**src/rtl/ddp_pkg.sv**
```systemverilog
// Shared DDP beat format: field positions and widths of the 265-bit packet beat
// used by the assembler, loop and cut blocks.
package ddp_pkg;

    localparam int BEAT_W  = 265;
    localparam int DATA_W  = 256;
    localparam int BC_W    = 7;
    localparam int SOP_BIT = 264;
    localparam int EOP_BIT = 263;
    localparam int BC_MSB  = 262;
    localparam int BC_LSB  = 256;

    // Byte count of a completely filled beat.
    localparam logic [BC_W-1:0] FULL_BC = 7'd32;

    // Segment beat counter width: holds 1..16.
    localparam int SEG_CNT_W = 5;
    localparam logic [SEG_CNT_W-1:0] SEG_MAX_BEATS = 5'd16;

    typedef enum logic {
        ST_IDLE   = 1'b0,
        ST_IN_PKT = 1'b1
    } ddp_state_e;

    typedef struct packed {
        logic              sop;
        logic              eop;
        logic [BC_W-1:0]   bc;
        logic [DATA_W-1:0] data;
    } ddp_beat_t;

endpackage

```
**src/rtl/ddp_cut.sv**
```systemverilog
// DDP packet cutter: forwards packet beats from a first-word-fall-through FIFO
// through one output register, splitting long packets into segments of at most
// cfgMaxSegBeats beats by forcing eop/sop at segment boundaries.
module ddp_cut
    import ddp_pkg::*;
#(
    parameter int MAX_SEG_W = 5
) (
    input  logic                 clock,
    input  logic                 reset,
    input  logic [BEAT_W-1:0]    ddpPktDataIn,
    input  logic                 ddpPktEmpty,
    output logic                 ddpPktPop,
    input  logic [MAX_SEG_W-1:0] cfgMaxSegBeats,
    output logic [BEAT_W-1:0]    segDataOut,
    output logic                 segValid,
    input  logic                 segReady,
    output logic                 segPktEnd,
    output logic [31:0]          pktCount,
    output logic                 errNoSop,
    output logic                 errEarlySop
);

    ddp_state_e             r_state;
    logic [SEG_CNT_W-1:0]   r_cnt;
    logic [SEG_CNT_W-1:0]   r_max;
    logic                   r_fsop;

    ddp_beat_t              w_in;
    ddp_beat_t              w_out;
    logic                   w_pop;
    logic                   w_emit;
    logic                   w_force;
    logic [SEG_CNT_W-1:0]   w_cfgMax;
    logic [SEG_CNT_W-1:0]   w_max;
    logic [SEG_CNT_W-1:0]   w_cnt;

    // Pop whenever the output register is free or being drained; held off in reset
    // so no beat is lost while the block is cleared.
    assign w_pop     = reset && !ddpPktEmpty && (!segValid || segReady);
    assign ddpPktPop = w_pop;

    // Decode the head beat and build the (possibly cut) output beat.
    always_comb begin
        w_in = ddp_beat_t'(ddpPktDataIn);
        // 0 (and anything beyond the supported range) means the maximum segment length.
        if ((cfgMaxSegBeats == '0) || (32'(cfgMaxSegBeats) > 32'd16)) begin
            w_cfgMax = SEG_MAX_BEATS;
        end else begin
            w_cfgMax = SEG_CNT_W'(cfgMaxSegBeats);
        end
        // A sop beat uses the freshly sampled limit; later beats use the stored one.
        w_max   = w_in.sop ? w_cfgMax : r_max;
        w_cnt   = (w_in.sop || r_fsop) ? SEG_CNT_W'(1) : r_cnt + SEG_CNT_W'(1);
        // Stray non-sop beats outside a packet are dropped.
        w_emit  = (r_state == ST_IN_PKT) || w_in.sop;
        w_force = !w_in.eop && (w_cnt == w_max);
        w_out     = w_in;
        w_out.sop = w_in.sop || r_fsop;
        if (w_force) begin
            w_out.eop = 1'b1;
            w_out.bc  = FULL_BC;
        end
    end

    // Packet state, segment counter, output register and status outputs.
    always_ff @(posedge clock or negedge reset) begin
        if (!reset) begin
            r_state     <= ST_IDLE;
            r_cnt       <= '0;
            r_max       <= '0;
            r_fsop      <= 1'b0;
            segDataOut  <= '0;
            segValid    <= 1'b0;
            segPktEnd   <= 1'b0;
            pktCount    <= '0;
            errNoSop    <= 1'b0;
            errEarlySop <= 1'b0;
        end else begin
            errNoSop    <= 1'b0;
            errEarlySop <= 1'b0;
            if (w_pop) begin
                if (w_emit) begin
                    segValid   <= 1'b1;
                    segDataOut <= w_out;
                    segPktEnd  <= w_in.eop;
                    r_cnt      <= w_cnt;
                    r_fsop     <= w_force;
                    if (w_in.sop) begin
                        r_max <= w_cfgMax;
                    end
                    if (w_in.sop && (r_state == ST_IN_PKT)) begin
                        errEarlySop <= 1'b1;
                    end
                    if (w_in.eop) begin
                        r_state  <= ST_IDLE;
                        pktCount <= pktCount + 32'd1;
                    end else begin
                        r_state  <= ST_IN_PKT;
                    end
                end else begin
                    segValid  <= 1'b0;
                    segPktEnd <= 1'b0;
                    errNoSop  <= 1'b1;
                end
            end else if (segReady) begin
                segValid  <= 1'b0;
                segPktEnd <= 1'b0;
            end
        end
    end

endmodule

```
**config.mk**
```make
export PLATFORM = sky130hd
export DESIGN_NAME = ddp_cut
export DESIGN_NICKNAME = d
export VERILOG_FILES = /design/src/rtl/ddp_pkg.sv /design/src/rtl/ddp_cut.sv
export SDC_FILE = /design/constraint.sdc
export NUM_CORES = 1
export LEC_CHECK = 0
export CORE_AREA = 2 2 223 225
export CTS_CLUSTER_SIZE = 25
export DETAILED_ROUTE_END_ITERATION = 10
export DIE_AREA = 0 0 225 227
export GPL_TIMING_DRIVEN = 0
export PLACE_DENSITY_LB_ADDON = 0.3
export SLEW_MARGIN = 20
export SYNTH_ARGS = -nofsm -noshare
export SYNTH_HDL_FRONTEND = slang
export SYNTH_SLANG_ARGS = --single-unit
```
**constraint.sdc**
```tcl
create_clock -name clock -period 2.3 [get_ports clock]
set_clock_uncertainty 0.15 [all_clocks]
set_input_delay 0.23 -clock clock [delete_from_list [all_inputs] [get_ports clock]]
set_output_delay 0.23 -clock clock [all_outputs]
set_load 0.005 [all_outputs]
```
**Word level (Yosys, flattened, before mapping)**

Index checks and enable logic that the tools add are counted.

- Register bits: 313

- Equality and inequality tests: 1
- Multiplexer cells: 15
- Magnitude comparators: 1
- Reduce and logical (&&, ||, !) cells: 15
- $add $sub $neg: 2

Operators with widths:

| cell | number |
|---|---|
| adder 32 x 1 -> 32 bit (second input constant) | 1 |
| 2-to-1 mux 5 bit | 3 |
| 2-to-1 mux 1 bit | 11 |
| 2-to-1 mux 8 bit | 1 |
| adder 5 x 1 -> 5 bit (second input constant) | 1 |
| equality test 5 bit | 1 |
| > comparator 5 bit (second input constant) | 1 |
| zero test 5 bit | 1 |
| logical AND 1 bit | 4 |
| logical OR 1 bit | 4 |
| zero test 1 bit | 3 |
| AND reduction 3 bit | 1 |
| AND reduction 2 bit | 1 |
| nonzero test 2 bit | 1 |

**Logic depth before layout (Yosys ltp)**

Gate-level depths: netlist of the first run.

- Word-level depth: 7
- Gate-level depth with buffers: 7
- Mapped depth without buffers: 7

**Worst setup path before layout of the first run**

OpenSTA, ideal clock, no wires.

- Path type: input port to flip-flop
- Start point: input port cfgMaxSegBeats[0]
- End point: register segDataOut[261]
- Arrival time: 2130 ps
- Stages on the path: 7
- Path buffers: 0
- Required time: 2081 ps
- Slack: -50 ps
- Path through: or4_1 -> ha_1 -> and3b_1 -> o32ai_1 -> o2111ai_1 -> nor4_4 -> nand3b_1

- Longest elaborated chain between the ends: 7

Ends and longest elaborated chain:

| element | line | source |
|---|---|---|
| start, declared | ddp_cut.sv:14 | `input logic [MAX_SEG_W-1:0] cfgMaxSegBeats,` |
| > comparator 5 bit or zero test 5 bit (tied branches) | ddp_cut.sv:47 | `if ((cfgMaxSegBeats == '0) \|\| (32'(cfgMaxSegBeats) > 32'd16)) begin` |
| logical OR 1 bit | ddp_cut.sv:47 |  |
| 2-to-1 mux 5 bit (*) | ddp_cut.sv:47 |  |
| 2-to-1 mux 5 bit (*) | - |  |
| equality test 5 bit (*) | ddp_cut.sv:57 | `w_force = !w_in.eop && (w_cnt == w_max);` |
| logical AND 1 bit (*) | ddp_cut.sv:57 |  |
| 2-to-1 mux 8 bit (*) | ddp_cut.sv:60 | `if (w_force) begin` |
| end signal, assigned | ddp_cut.sv:85 | `segDataOut <= w_out;` |
| end, declared | ddp_cut.sv:15 | `output logic [BEAT_W-1:0] segDataOut,` |

Every way passes the cells marked *; elsewhere a longest branch is shown, timed or not.
A chain may end at the register's enable or synchronous reset.

**Worst setup path in the final report of the first run**

- Start point: register segValid
- End point: output port ddpPktPop

- Longest elaborated chain between the ends: 3

Ends and longest elaborated chain:

| element | line | source |
|---|---|---|
| start, declared | ddp_cut.sv:16 | `output logic segValid,` |
| start signal, assigned | ddp_cut.sv:74 | `segValid <= 1'b0;` |
| start signal, assigned | ddp_cut.sv:84 | `segValid <= 1'b1;` |
| start signal, assigned | ddp_cut.sv:102 | `segValid <= 1'b0;` |
| zero test 1 bit | ddp_cut.sv:40 | `assign w_pop = reset && !ddpPktEmpty && (!segValid \|\| segReady);` |
| logical OR 1 bit | ddp_cut.sv:40 |  |
| logical AND 1 bit | ddp_cut.sv:40 |  |
| end, declared | ddp_cut.sv:13 | `output logic ddpPktPop,` |

Every way passes these cells.

==> metrics.md, run 1 <==
| Metric | Value |
|---|---|
| Starting Density | 25.3% |
| Reg2Reg Setup Slack | 0.18 ns |
| DIE HEIGHT | 227 um |
| Crit path launch type | flop |
| CORE AREA | 48,500 um^2 |
| Ys Warns | 0 |
| Rel. slew slack | 47.3% |
| GRT overflow | 0 |
| RSZ-0062 raised after global routing | true |
| Setup ws final | 0.121 ns |
| Die Wd | 225 um |
| Setup crit end kind | output port |
| Die area | 51,100 um^2 |
| Slowest Stage Delay on Critical Path | 0.54 ns |
| Avg WL per Cell | 16.9 um |
| DR iter-0 viols | 531 |
| Maxcap violations | 0 |
| WP data required | 1.92 ns |
| Met3 wire len | 4.18 mm |
| Post-route clock period utilization | 94.8% |
| Num CTS Buffers | 38 |
| Register bit count reported by yosys | 313 |
| Layout Nets | 2,250 |
| Syn Nets | 1,618 |
| Peak fanout along the critical path | 4 |
| Number of port buffers | 575 |
| Routed WL | 44.4 mm |
| Max-slew violation count | 0 |
| Highest routed layer | met5 |
| Sw Ratio | 27.7% |
| Via count | 11,215 |
| Most frequent cells in the layout | 808 x nand2_1, 574 x clkdlybuf4s50_1, 313 x dfrtp_1 |
| Vias in the first global route | 11,655 |
| Hold WC Path Type | in2reg |
| Fill cells | 4,738 |
| Final Hold Viols | 0 |
| Post-Place Setup Slack | -1.23 ns |
| Area delta synth->final | 66.9% |
| Primary FF master, synth | dfrtp_1 |
| Pwr Density | 898 nW/um^2 |
| Seq/Total Area, Yosys | 63.7% |
| Worst-Margin Slew | 0.791 ns |
| Area of the multi-input gates | 4180 um^2 |
| Routed Antenna Nets | 0 |
| First-pass GRT wire length | 66.6 mm |
| Worst-path clk slew | 0.06 ns |
| WP data arrival | 1.80 ns |
| Gate count of the mapped netlist | 1,341 |
| Clk sink count | 313 |
| Cell Chain, Critical Path | nor2b_2 > nor2_2 > clkdlybuf4s50_1 |
| Drt via density | 4.27 |
| Initial antenna violation count | 3 |
| Fin util | 42.2% |
| Status | complete, no violations |
| Sequential share of power | 40.3% |
| Pwr Total | 18.4 mW |
| # IOs | 576 |
| Clock Tree Buf Depth | 3 |
| CTS tree | done |
| Commonest non-fill, non-tap cell in the layout | nand2_1 |
| Int Pwr | 13.3 mW |
| Clock share of power | 32.7% |
| Router iterations before antenna repair | 5 |
| Root Buffer | clkbuf_16 |
| Comb power frac | 27.1% |
| Rows | 81 |
| Post-synth EDFFs | 0 |
| Reg area | 7830 um^2 |
| Clk Latency, worst-skew pair | 0.54 ns |
| Synthesized cell area | 12,300 um^2 |
| HPWL Detailed | 33.4 mm |
| CP Class | reg2out |
| Layout cells sized above 1 | 7.20% |
| Fmax | 459 MHz |
| Global placer's final weighted congestion | 0.808 |
| Worst vdd ir | 594 uV |
| Unique masters post-synth | 41 |
| CTS H-tree depth | 2 |
| WL met2 | 21.8 mm |
| Met1 wire length | 17.2 mm |
| Final setup fails | 0 |
| Psw | 5.10 mW |
| Worst hold slack | 0.0511 ns |
| P_leak | 9.90 nW |
| Drc violations | 0 |
| Crit path buf inv count | 1 |
| Syn Area/Cell | 9.16 um^2 |
| Largest net degree at the start of global routing | 75 |
| Minimum clock period | 2.18 ns |
| Critical-path top delay cell | clkdlybuf4s50_1 |
| Kind of cell adding the most delay to the critical path | buffers and inverters |
| Synth async-reset ratio | 100% |
| Total GRT Usage | 16.9% |
==> flip-flops by register name, summed over array words and instances (netlist names) <==
signal / count
segValid: 1
r_fsop: 1
errEarlySop: 1
pktCount: 32
r_max: 5
errNoSop: 1
r_cnt: 5
segPktEnd: 1
segDataOut: 265
r_state: 1
==> synthesized netlist by cell type, types with 3 or more instances <==
| cell type | count | area share (%) |
|---|---|---|
| a21oi_1 | 11 | 0.45 |
| and3_1 | 9 | 0.46 |
| buf_1 | 7 | 0.21 |
| buf_2 | 32 | 1.3 |
| clkbuf_1 | 23 | 0.70 |
| dfrtp_1 | 313 | 64 |
| ha_1 | 3 | 0.31 |
| inv_1 | 3 | 0.092 |
| mux2i_1 | 3 | 0.24 |
| nand2_1 | 808 | 25 |
| nand2b_1 | 5 | 0.25 |
| nand3_1 | 13 | 0.53 |
| nand4_1 | 9 | 0.46 |
| nor2_1 | 12 | 0.37 |
| nor2b_1 | 6 | 0.31 |
| nor3_1 | 9 | 0.37 |
| nor3b_1 | 3 | 0.18 |
| nor4_4 | 3 | 0.52 |
| o21ai_0 | 8 | 0.33 |
| xnor2_1 | 24 | 1.7 |
| xor2_1 | 11 | 0.78 |
==> power by group through the flow <==
stage / Clock, mW / Sequential (mW) / Combinational (mW)
4_1_cts: 6.20 / 7.42 / 5.05
2_1_floorplan: 0 / 7.52 / 1.31
3_5_place_dp: 0 / 7.48 / 4.96
6_report: 6.01 / 7.42 / 4.98
5_1_grt: 6.40 / 7.57 / 5.47
3_3_place_gp: 0 / 7.46 / 4.91
==> final cells by class <==
| class | instances | share of cell area [%] |
|---|---|---|
| Multi-Input combinational cell | 960 | 20.4 |
| Buffer | 64 | 1.56 |
| Inverter | 4 | 0.0732 |
| Antenna cell | 1 | 0.0122 |
| Tap cell | 622 | 3.79 |
| Clock buffer | 57 | 5.53 |
| Clock inverter | 11 | 0.574 |
| Timing Repair Buffer | 592 | 29.9 |
| Sequential cell | 313 | 38.2 |
==> metal layers <==
metal  global-route usage (%)  vias up
met4                     5.19        4
met2                     29.4      421
li1                         -     5420
met1                     19.3     5294
met3                     6.52       76
met5                        0        -
==> stage by stage <==
stage	setup TNS [ns]	std cells	cell area [um^2]
6_report	0	2624	20500
5_1_grt	-0.0606	2624	20500
4_1_cts	0	2623	20500
3_5_place_dp	-286.46	2541	18900
3_3_place_gp	-8226.37	2538	18800
2_1_floorplan	0	1341	12300
==> cell families (layout without fill, tap and decap cells) <==
family	count (synthesis)	in the layout	share of synthesized area, %
XOR/XNOR	36	36	2.63
multiplexers	5	5	0.428
other	0	1	0
AND/OR/NAND/NOR	889	889	29.1
AO/OA/AOI/OAI	27	27	1.32
adder cells (fa/ha/maj)	3	3	0.305
flip-flops	313	313	63.7
buffers and inverters	68	728	2.49
==> worst paths after layout <==
| check | start | endpoint | cells after the start |
|---|---|---|---|
| max in group asynchronous | reset | segDataOut[140] | 7 |
| worst max register to register | r_state | segDataOut[40] | 6 |
| worst min register to register | pktCount[31] | pktCount[31] | 1 |
| worst max-delay path | segValid | ddpPktPop | 3 |
| min in group asynchronous | reset | segDataOut[16] | 3 |
| worst min-delay path | ddpPktDataIn[47] | segDataOut[47] | 3 |
==> repair_timing <==
item / 4_1_cts / 5_1_grt
endpoints found under the setup margin: 286 / 90
hold endpoints to repair: 239 / 0
hold buffers: 10 / 0
resized for setup: 15 / 21
pin swaps: 2 / 2
cloned: 2 / 0
buffers inserted: 2 / 0
==> worst register-to-register path, delay by kind of cell, from the launching register on <==
kind	cells	cell delay, ns
flip-flops	1	0.39
buffers and inverters	2	0.72
AND/OR/NAND/NOR	4	0.80
Note: power is estimated with default switching activity, not from simulation.
==> run 2: changes to the inputs <==
--- a/config.mk
+++ b/config.mk
@@ -9,6 +9,7 @@
 export CTS_CLUSTER_SIZE = 25
 export DETAILED_ROUTE_END_ITERATION = 10
 export DIE_AREA = 0 0 225 227
+export GPL_ROUTABILITY_DRIVEN = 0
 export GPL_TIMING_DRIVEN = 0
 export PLACE_DENSITY_LB_ADDON = 0.3
 export SLEW_MARGIN = 20
==> results of run 2 <==
The final DEF is identical to that of run 1; final timing and power are the same.
==> run 3: changes to the inputs <==
--- a/config.mk
+++ b/config.mk
@@ -5,10 +5,10 @@
 export SDC_FILE = /design/constraint.sdc
 export NUM_CORES = 1
 export LEC_CHECK = 0
-export CORE_AREA = 2 2 223 225
+export CORE_AREA = 2 2 226 228
 export CTS_CLUSTER_SIZE = 25
 export DETAILED_ROUTE_END_ITERATION = 10
-export DIE_AREA = 0 0 225 227
+export DIE_AREA = 0 0 228 230
 export GPL_ROUTABILITY_DRIVEN = 0
 export GPL_TIMING_DRIVEN = 0
 export PLACE_DENSITY_LB_ADDON = 0.3
==> metrics.md, run 3 (synthesis results as in run 1) <==
| Metric | Value |
|---|---|
| CP Class | in2out |
| Final setup fails | 0 |
| HPWL Detailed | 33.5 mm |
| GRT overflow | 0 |
| Total GRT Usage | 16.7% |
| Status | complete, no violations |
| Clk Latency, worst-skew pair | 0.53 ns |
| DIE HEIGHT | 230 um |
| Via count | 11,108 |
| # IOs | 576 |
| Num CTS Buffers | 39 |
| Root Buffer | clkbuf_16 |
| Die Wd | 228 um |
| Vias in the first global route | 11,613 |
| Maxcap violations | 0 |
| Drc violations | 0 |
| Final Hold Viols | 0 |
| Pwr Density | 898 nW/um^2 |
| Rel. slew slack | 46.5% |
| CORE AREA | 49,900 um^2 |
| Pwr Total | 18.3 mW |
| Number of port buffers | 575 |
| First-pass GRT wire length | 68.5 mm |
| Clock Tree Buf Depth | 3 |
| Setup TNS | 0 ns |
| Starting Density | 24.6% |
| Peak fanout along the critical path | 5 |
| Initial antenna violation count | 1 |
| Worst vdd ir | 636 uV |
| Worst-Margin Slew | 0.803 ns |
| Fmax | 450 MHz |
| Crit path launch type | primary input |
| Commonest non-fill, non-tap cell in the layout | nand2_1 |
| CTS tree | done |
| Diodes inserted | 0 |
| DR iter-0 viols | 387 |
| Minimum clock period | 2.22 ns |
| Layout cells sized above 1 | 6.73% |
| Area delta synth->final | 66.0% |
| Max reg flops | 265 |
| Rows | 82 |
| Setup crit end kind | output port |
| Drt via density | 4.17 |
| Most frequent cells in the layout | 808 x nand2_1, 574 x clkdlybuf4s50_1, 313 x dfrtp_1 |
| Layout Nets | 2,245 |
| Biggest regs | segDataOut (265), pktCount (32) |
| Hold WC Path Type | in2reg |
| Die area | 52,400 um^2 |
| P_leak | 9.80 nW |
| CTS H-tree depth | 2 |
| Clk sink count | 313 |
| WP data required | 1.92 ns |
| Area of the multi-input gates | 4190 um^2 |
| Largest net degree at the start of global routing | 96 |
| RSZ-0062 raised after global routing | true |
| Router iterations before antenna repair | 4 |
| Routed Antenna Nets | 0 |
| Post-route clock period utilization | 96.7% |
| Worst-path clk slew | 0.06 ns |
| Reg area | 7830 um^2 |
| Fill cells | 4,908 |
| Routed WL | 44.4 mm |
| WP data arrival | 1.84 ns |
| Max-slew violation count | 0 |
| Largest Register | segDataOut |
| Avg WL per Cell | 16.7 um |
## run 3: cell types whose count changed in the layout (fill, tap and decap cells not counted), sizes merged, moves of 2 or more
cell,before,now
buf,51,45
inv,6,4
clkinv,5,2
bufbuf,2,0
clkbuf,82,86
## run 3: per-layer routing
layer | vias up | GRT usage [%] | wire length (um)
met4 | 0 | 5.31 | 1230
met1 | 5204 | 19.0 | 17300
li1 | 5409 | - | -
met5 | - | 0 | 0
met2 | 423 | 29.3 | 22200
met3 | 72 | 5.90 | 3730
## run 3: timing repair
action	CTS	global route
hold buffers	4	2
setup endpoints to repair	218	149
pin swaps	3	2
buffers inserted	3	0
hold endpoints to repair	140	63
gates resized for setup	12	29
## run 3: path summary, 6_finish.rpt
| check | start | end | slack, ns | depth (start not counted) |
|---|---|---|---|---|
| max in group asynchronous | reset | segDataOut[254] | 0.86 | 4 |
| max | reset | ddpPktPop | 0.08 | 5 |
| max reg2reg | r_state | r_cnt[2] | 0.16 | 5 |
| min in group asynchronous | reset | segDataOut[171] | 0.20 | 3 |
| min | ddpPktDataIn[85] | segDataOut[85] | 0.06 | 3 |
| min reg2reg | segDataOut[8] | segDataOut[8] | 0.32 | 2 |
## run 3: layout make-up
cell class / count / area share, %
tap: 672 / 4.12
timing repair buffer: 587 / 29.3
buffer: 63 / 1.59
sequential: 313 / 38.4
multi-input combinational: 960 / 20.5
clock buffer: 58 / 5.49
inverter: 4 / 0.0736
clock inverter: 6 / 0.527
## run 3: power by group
part | internal (mW) | switching [mW] | total (mW)
combinational | 2.95 | 1.98 | 4.94
sequential | 6.70 | 0.709 | 7.41
clock | 3.67 | 2.30 | 5.98
## run 3: critical path, cell delays in order
cell             delay [ns]
dlygate4sd3_1          0.58
buf_8                  0.17
nand2b_1               0.15
nor2_2                 0.19
clkdlybuf4s50_1        0.52
## run 3: metrics by stage
step | instance area [um^2] | setup slack [ns] | hold WS (ns) | util [%] | std cells
5_1_grt | 20400 | -0.00955 | 0.0468 | 40.9 | 2663
3_3_place_gp | 18900 | -13.34 | 0.306 | 37.9 | 2588
2_1_floorplan | 12300 | 0.0697 | -0.216 | - | 1341
4_1_cts | 20300 | 0.00404 | -0.504 | 40.7 | 2662
6_report | 20400 | 0.0762 | 0.0648 | 40.9 | 2663
3_5_place_dp | 19000 | -0.797 | 0.0744 | 38.1 | 2591
